### config.mk
export PLATFORM = sky130hd
export DESIGN_NAME = microwave_timer
export DESIGN_NICKNAME = d
export VERILOG_FILES = /design/src/rtl/microwave_timer.sv
export SDC_FILE = /design/constraint.sdc
export NUM_CORES = 1
export LEC_CHECK = 0
export CELL_PAD_IN_SITES_DETAIL_PLACEMENT = 1
export CELL_PAD_IN_SITES_GLOBAL_PLACEMENT = 2
export CORE_MARGIN = 2
export CORE_UTILIZATION = 36
export CTS_CLUSTER_SIZE = 25
export DETAILED_ROUTE_END_ITERATION = 7
export PLACE_DENSITY = 0.93
export SLEW_MARGIN = 5
export SYNTH_ARGS = -nofsm -noshare
export SYNTH_HDL_FRONTEND = slang
export SYNTH_SLANG_ARGS = --single-unit
export TNS_END_PERCENT = 5
### constraint.sdc
create_clock -name clk -period 4.4 [get_ports clk]
set_clock_uncertainty 0.05 [all_clocks]
set_input_delay 1.1 -clock clk [delete_from_list [all_inputs] [get_ports clk]]
set_output_delay 1.1 -clock clk [all_outputs]
set_load 0.05 [all_outputs]
### src/rtl/microwave_timer.sv
// Cook-time sequencer: holds the programmed time and requests start from the cook controller.
// Counts seconds while heat is active, pulses finish on expiry, and duty-cycles the magnetron by power.
module microwave_timer #(
    parameter int CLK_DIV = 50000000,
    parameter int TW      = 12,
    parameter int ADD_SEC = 30,
    parameter int PWR_WIN = 10
) (
    input  logic          clk,
    input  logic          nrst,
    input  logic          key_start,
    input  logic          key_clear,
    input  logic          key_add,
    input  logic          load,
    input  logic [TW-1:0] load_val,
    input  logic [3:0]    power,
    input  logic          heat,
    output logic          start,
    output logic          finish,
    output logic          mag_on,
    output logic [TW-1:0] time_left,
    output logic          running
);

    localparam int              PW         = $clog2(CLK_DIV);
    localparam logic [PW-1:0]   PRE_LAST   = PW'(CLK_DIV - 1);
    localparam logic [3:0]      PWR_MAX    = 4'(PWR_WIN);
    localparam logic [3:0]      PHASE_LAST = 4'(PWR_WIN - 1);
    localparam logic [TW-1:0]   TIME_MAX   = {TW{1'b1}};
    localparam logic [TW:0]     ADD_INC    = (TW+1)'(ADD_SEC);

    typedef enum logic [2:0] {
        IDLE,
        ARM,
        RUN,
        HOLD,
        DONE
    } state_t;

    state_t        state, state_n;
    logic [PW-1:0] prescaler, prescaler_n;
    logic [3:0]    phase, phase_n;
    logic [TW-1:0] time_n;
    logic          start_n, finish_n, mag_n, running_n;

    logic          counting, sec_tick;
    logic [TW-1:0] base_time, added_time, run_time;
    logic [TW:0]   add_sum;
    logic [3:0]    pwr_eff;

    // A key_add landing on a second tick adds to the already-decremented time.
    always_comb begin
        counting   = (state == RUN) && heat;
        sec_tick   = counting && (prescaler == PRE_LAST);
        base_time  = (sec_tick && (time_left != '0)) ? time_left - TW'(1) : time_left;
        add_sum    = {1'b0, base_time} + ADD_INC;
        added_time = add_sum[TW] ? TIME_MAX : add_sum[TW-1:0];
        run_time   = key_add ? added_time : base_time;
        pwr_eff    = (power > PWR_MAX) ? PWR_MAX : power;
    end

    always_comb begin
        state_n     = state;
        time_n      = time_left;
        prescaler_n = prescaler;
        phase_n     = phase;
        finish_n    = 1'b0;

        if (counting) begin
            prescaler_n = sec_tick ? '0 : prescaler + PW'(1);
            if (sec_tick) begin
                phase_n = (phase >= PHASE_LAST) ? 4'd0 : phase + 4'd1;
            end
        end

        case (state)
            IDLE: begin
                if (key_clear) begin
                    time_n = '0;
                end else if (key_add) begin
                    time_n = added_time;
                end else if (load) begin
                    time_n = load_val;
                end else if (key_start && (time_left != '0)) begin
                    state_n     = ARM;
                    prescaler_n = '0;
                    phase_n     = 4'd0;
                end
            end
            ARM: begin
                if (key_clear) begin
                    state_n = IDLE;
                    time_n  = '0;
                end else begin
                    if (key_add) begin
                        time_n = added_time;
                    end
                    if (heat) begin
                        state_n = RUN;
                    end
                end
            end
            RUN: begin
                if (key_clear) begin
                    state_n  = DONE;
                    time_n   = '0;
                    finish_n = 1'b1;
                end else begin
                    time_n = run_time;
                    if (sec_tick && (run_time == '0)) begin
                        state_n  = DONE;
                        finish_n = 1'b1;
                    end else if (!heat) begin
                        state_n = HOLD;
                    end
                end
            end
            HOLD: begin
                // A cleared hold has time_left==0; it finishes once heat returns.
                if (key_clear) begin
                    time_n = '0;
                end else begin
                    if (key_add) begin
                        time_n = added_time;
                    end
                    if (heat) begin
                        if (!key_add && (time_left == '0)) begin
                            state_n  = DONE;
                            finish_n = 1'b1;
                        end else begin
                            state_n = RUN;
                        end
                    end
                end
            end
            DONE: begin
                if (key_clear) begin
                    state_n = IDLE;
                    time_n  = '0;
                end else if (key_add) begin
                    state_n = IDLE;
                    time_n  = added_time;
                end else if (load) begin
                    state_n = IDLE;
                    time_n  = load_val;
                end
            end
            default: begin
                state_n = IDLE;
                time_n  = '0;
            end
        endcase

        start_n   = (state_n == ARM);
        running_n = (state_n == ARM) || (state_n == RUN) || (state_n == HOLD);
        mag_n     = (state_n == RUN) && heat && (phase_n < pwr_eff);
    end

    always_ff @(posedge clk or negedge nrst) begin
        if (!nrst) begin
            state     <= IDLE;
            time_left <= '0;
            prescaler <= '0;
            phase     <= 4'd0;
            start     <= 1'b0;
            finish    <= 1'b0;
            mag_on    <= 1'b0;
            running   <= 1'b0;
        end else begin
            state     <= state_n;
            time_left <= time_n;
            prescaler <= prescaler_n;
            phase     <= phase_n;
            start     <= start_n;
            finish    <= finish_n;
            mag_on    <= mag_n;
            running   <= running_n;
        end
    end

endmodule

==> results <==
[per-stage QoR]
step	setup slack (ns)	utilization [%]	cell area [um^2]
after floorplan	0.190	-	3980
after global placement	-0.0360	44.6	4810
after detailed placement	-0.134	44.6	4810
after CTS	0.192	45.7	4930
after global routing	0.0325	45.7	4930
final	0.193	45.7	4930
[cell type report]
| type | instances | share of cell area, % |
|---|---|---|
| multi-input cells | 378 | 52.7 |
| flip-flops and latches | 49 | 24.9 |
| repair buffers | 91 | 15.7 |
| well taps | 140 | 3.55 |
| clock buffers | 7 | 1.75 |
| inverters | 11 | 0.837 |
| clock inverters | 1 | 0.609 |
[layer usage]
metal | track usage (%) | vias to the layer above | share of wire [%]
met2 | 40.4 | 104 | 50
met3 | 2.63 | 34 | 4.2
met4 | 11.8 | 0 | 4.2
li1 | - | 1844 | -
met5 | 0 | - | 0
met1 | 29.1 | 1992 | 42
[cell usage in the layout (no fill, tap or decap), types with 17 or more instances in the layout]
cell and instances:
nor2_1 56, buf_4 53, dfrtp_1 49, nand2_1 46, clkdlybuf4s50_1 37, a21oi_1 23, xor2_1 22, nand3_1 19
o21ai_0 18, xnor2_1 17
[state kept, by name, summed over array words and instances (netlist names)]
register,cells
state,3
prescaler,26
running,1
mag_on,1
phase,4
time_left,12
start,1
finish,1
[logic make-up (layout without fill, tap and decap cells)]
logic type / count (synthesis) / after routing / synth area share [%]
adder cells (fa/ha/maj): 9 / 9 / 2.83
XOR/XNOR: 42 / 42 / 10.1
multiplexers: 7 / 7 / 1.92
flip-flops: 49 / 49 / 30.8
buffers and inverters: 34 / 110 / 3.87
AO/OA/AOI/OAI: 112 / 112 / 20.3
AND/OR/NAND/NOR: 208 / 208 / 30.1
[worst max-delay path, stage by stage]
cell and delay (ns):
clkdlybuf4s50_1 0.51, and4bb_1 0.27, nand3_4 0.10, nor4_4 0.37, nor2_1 0.08, a21oi_1 0.19
inv_1 0.08, ha_1 0.23, o21ai_1 0.13, or4b_4 0.51, a2111oi_2 0.39, o2111a_1 0.31
o21ai_1 0.09
[power groups by stage]
stage | clock, W | combinational, W | sequential (W)
after CTS | 0.000363 | 0.000756 | 0.000534
after floorplan | 0 | 0.000398 | 0.000598
after detailed placement | 0 | 0.000753 | 0.000543
final | 0.000355 | 0.000762 | 0.000535
after global routing | 0.000384 | 0.000816 | 0.000539
after global placement | 0 | 0.000733 | 0.000541
[worst min-delay path by stage]
stage / start / endpoint / slack (ns) / depth (start not counted)
after global routing: prescaler[1] / prescaler[1] / 0.56 / 2
after floorplan: prescaler[25] / prescaler[25] / 0.45 / 2
after global placement: prescaler[25] / prescaler[25] / 0.47 / 2
after CTS: prescaler[1] / prescaler[1] / 0.52 / 2
after detailed placement: prescaler[22] / prescaler[22] / 0.50 / 2
final: prescaler[25] / prescaler[25] / 0.52 / 2
==> qor.yml <==
status: "finished, final reports clean"
num_rows: 38
yosysSeqAreaShare_pct: 30.8
yosysTopAreaCellShare_pct: 30.8
cts.repair.resized: 0
critPathCaptureType: "register"
rsz0062_at_grt: "no"
fin_crit_sh_pct: 95.6
yosysTopAreaCell: "dfrtp_1"
grt-ovfl-total: 0
reg2reg_to: "mag_on"
ys_top_cells_by_count: "nor2_1 (56), dfrtp_1 (49), nand2_1 (46), a21oi_1 (23), xor2_1 (22)"
power.leakage_nw: 2.05
ctsLongestPathBuffers: 2
r2r_setup_slack_ns: 0.56
crit_required_ns: 4.56
vias_per_cell: 5.87
slew_headroom_pct: 31.8
ff_latch_area_um2: 1230
wire_per_inst_um: 19.6
antenna_found_initial: 0
post_cts_buffers: 0
crit_type: "input port to register"
synth_edf_count: 0
die_h_um: 109
swShare_pct: 40.7
num-fill-cells: 1278
internal_power_w: 0.000980
final_cells: 677
powerDensity_nw_per_um2: 335
drtIter0Drc: 139
fmax_mhz: 238
ys.flop_type: "dfrtp_1"
synth-seq-cells: 49
finalSetupTns_ns: 0
tightest_slew_ns: 1.02
cts_tree: "done"
grt_usage_pct: 23.5
dieArea_um2: 11900
grt_pass1_vias: 4215
worst_hold_slack_ns: 0.519
min_path_type: "register to register"
wl_mm: 13.3
synthArstFlopShare_pct: 100
power.switching_w: 0.000672
clk_latency_ns: 0.32
num_vias: 3974
area_growth_syn_to_layout_pct: 23.9
diodes: 0
fp.dieW_um: 109
power_w: 0.00165
gp_congestion: 0.926
crit_end: "mag_on"
crit_start: "heat"
start_util_pct: 36.9
io_buffers: 38
grt_start_max_net_pins: 33
core_um2: 10800
post-route-min-period_ns: 4.21
hold_violations: 0
synthTopCellsByArea: "dfrtp_1 (31%), nor2_1 (5.3%), xor2_1 (4.8%)"
synth_fp_nets: 493
combPwrFrac_pct: 46.1
ys_types: 80
cts.clk_slew.worst_paths_ns: 0.10
htree_levels: 2
syn-cell-area_um2: 3980
cts-buffers-inserted: 5
setup_viol: 0
synth.most_common_cell: "nor2_1"
ctsHoldBuffers: 0
final_max_slew_viol_count: 0
layout-drive-gt1-share_pct: 18.2
multi_input_area_um2: 2600
clock-sinks: 49
start_kind: "input port"
firstDrtPassIters: 4
cp_max_fo: 4
antenna_left: 0
cts_root_buf: "clkbuf_8"
seqPwrFrac_pct: 32.4
io_pins: 39
ir_drop_mv: 0.146
drc: 0
hpwlAfterDp_mm: 10.2
pwr-share-clk_pct: 21.5
syn-mean-instance-area_um2: 8.63
syn_inst: 461
grt_pass1_wl_mm: 21.6
final_nets: 568
timing.rr.start: "time_left[3]"
placedCellCount: 669
max_cap_viol_count: 0
r2r_cells: 12
yosys_warnings: 0
crit_arrival_ns: 4.37
(Power assumes the default switching activity.)
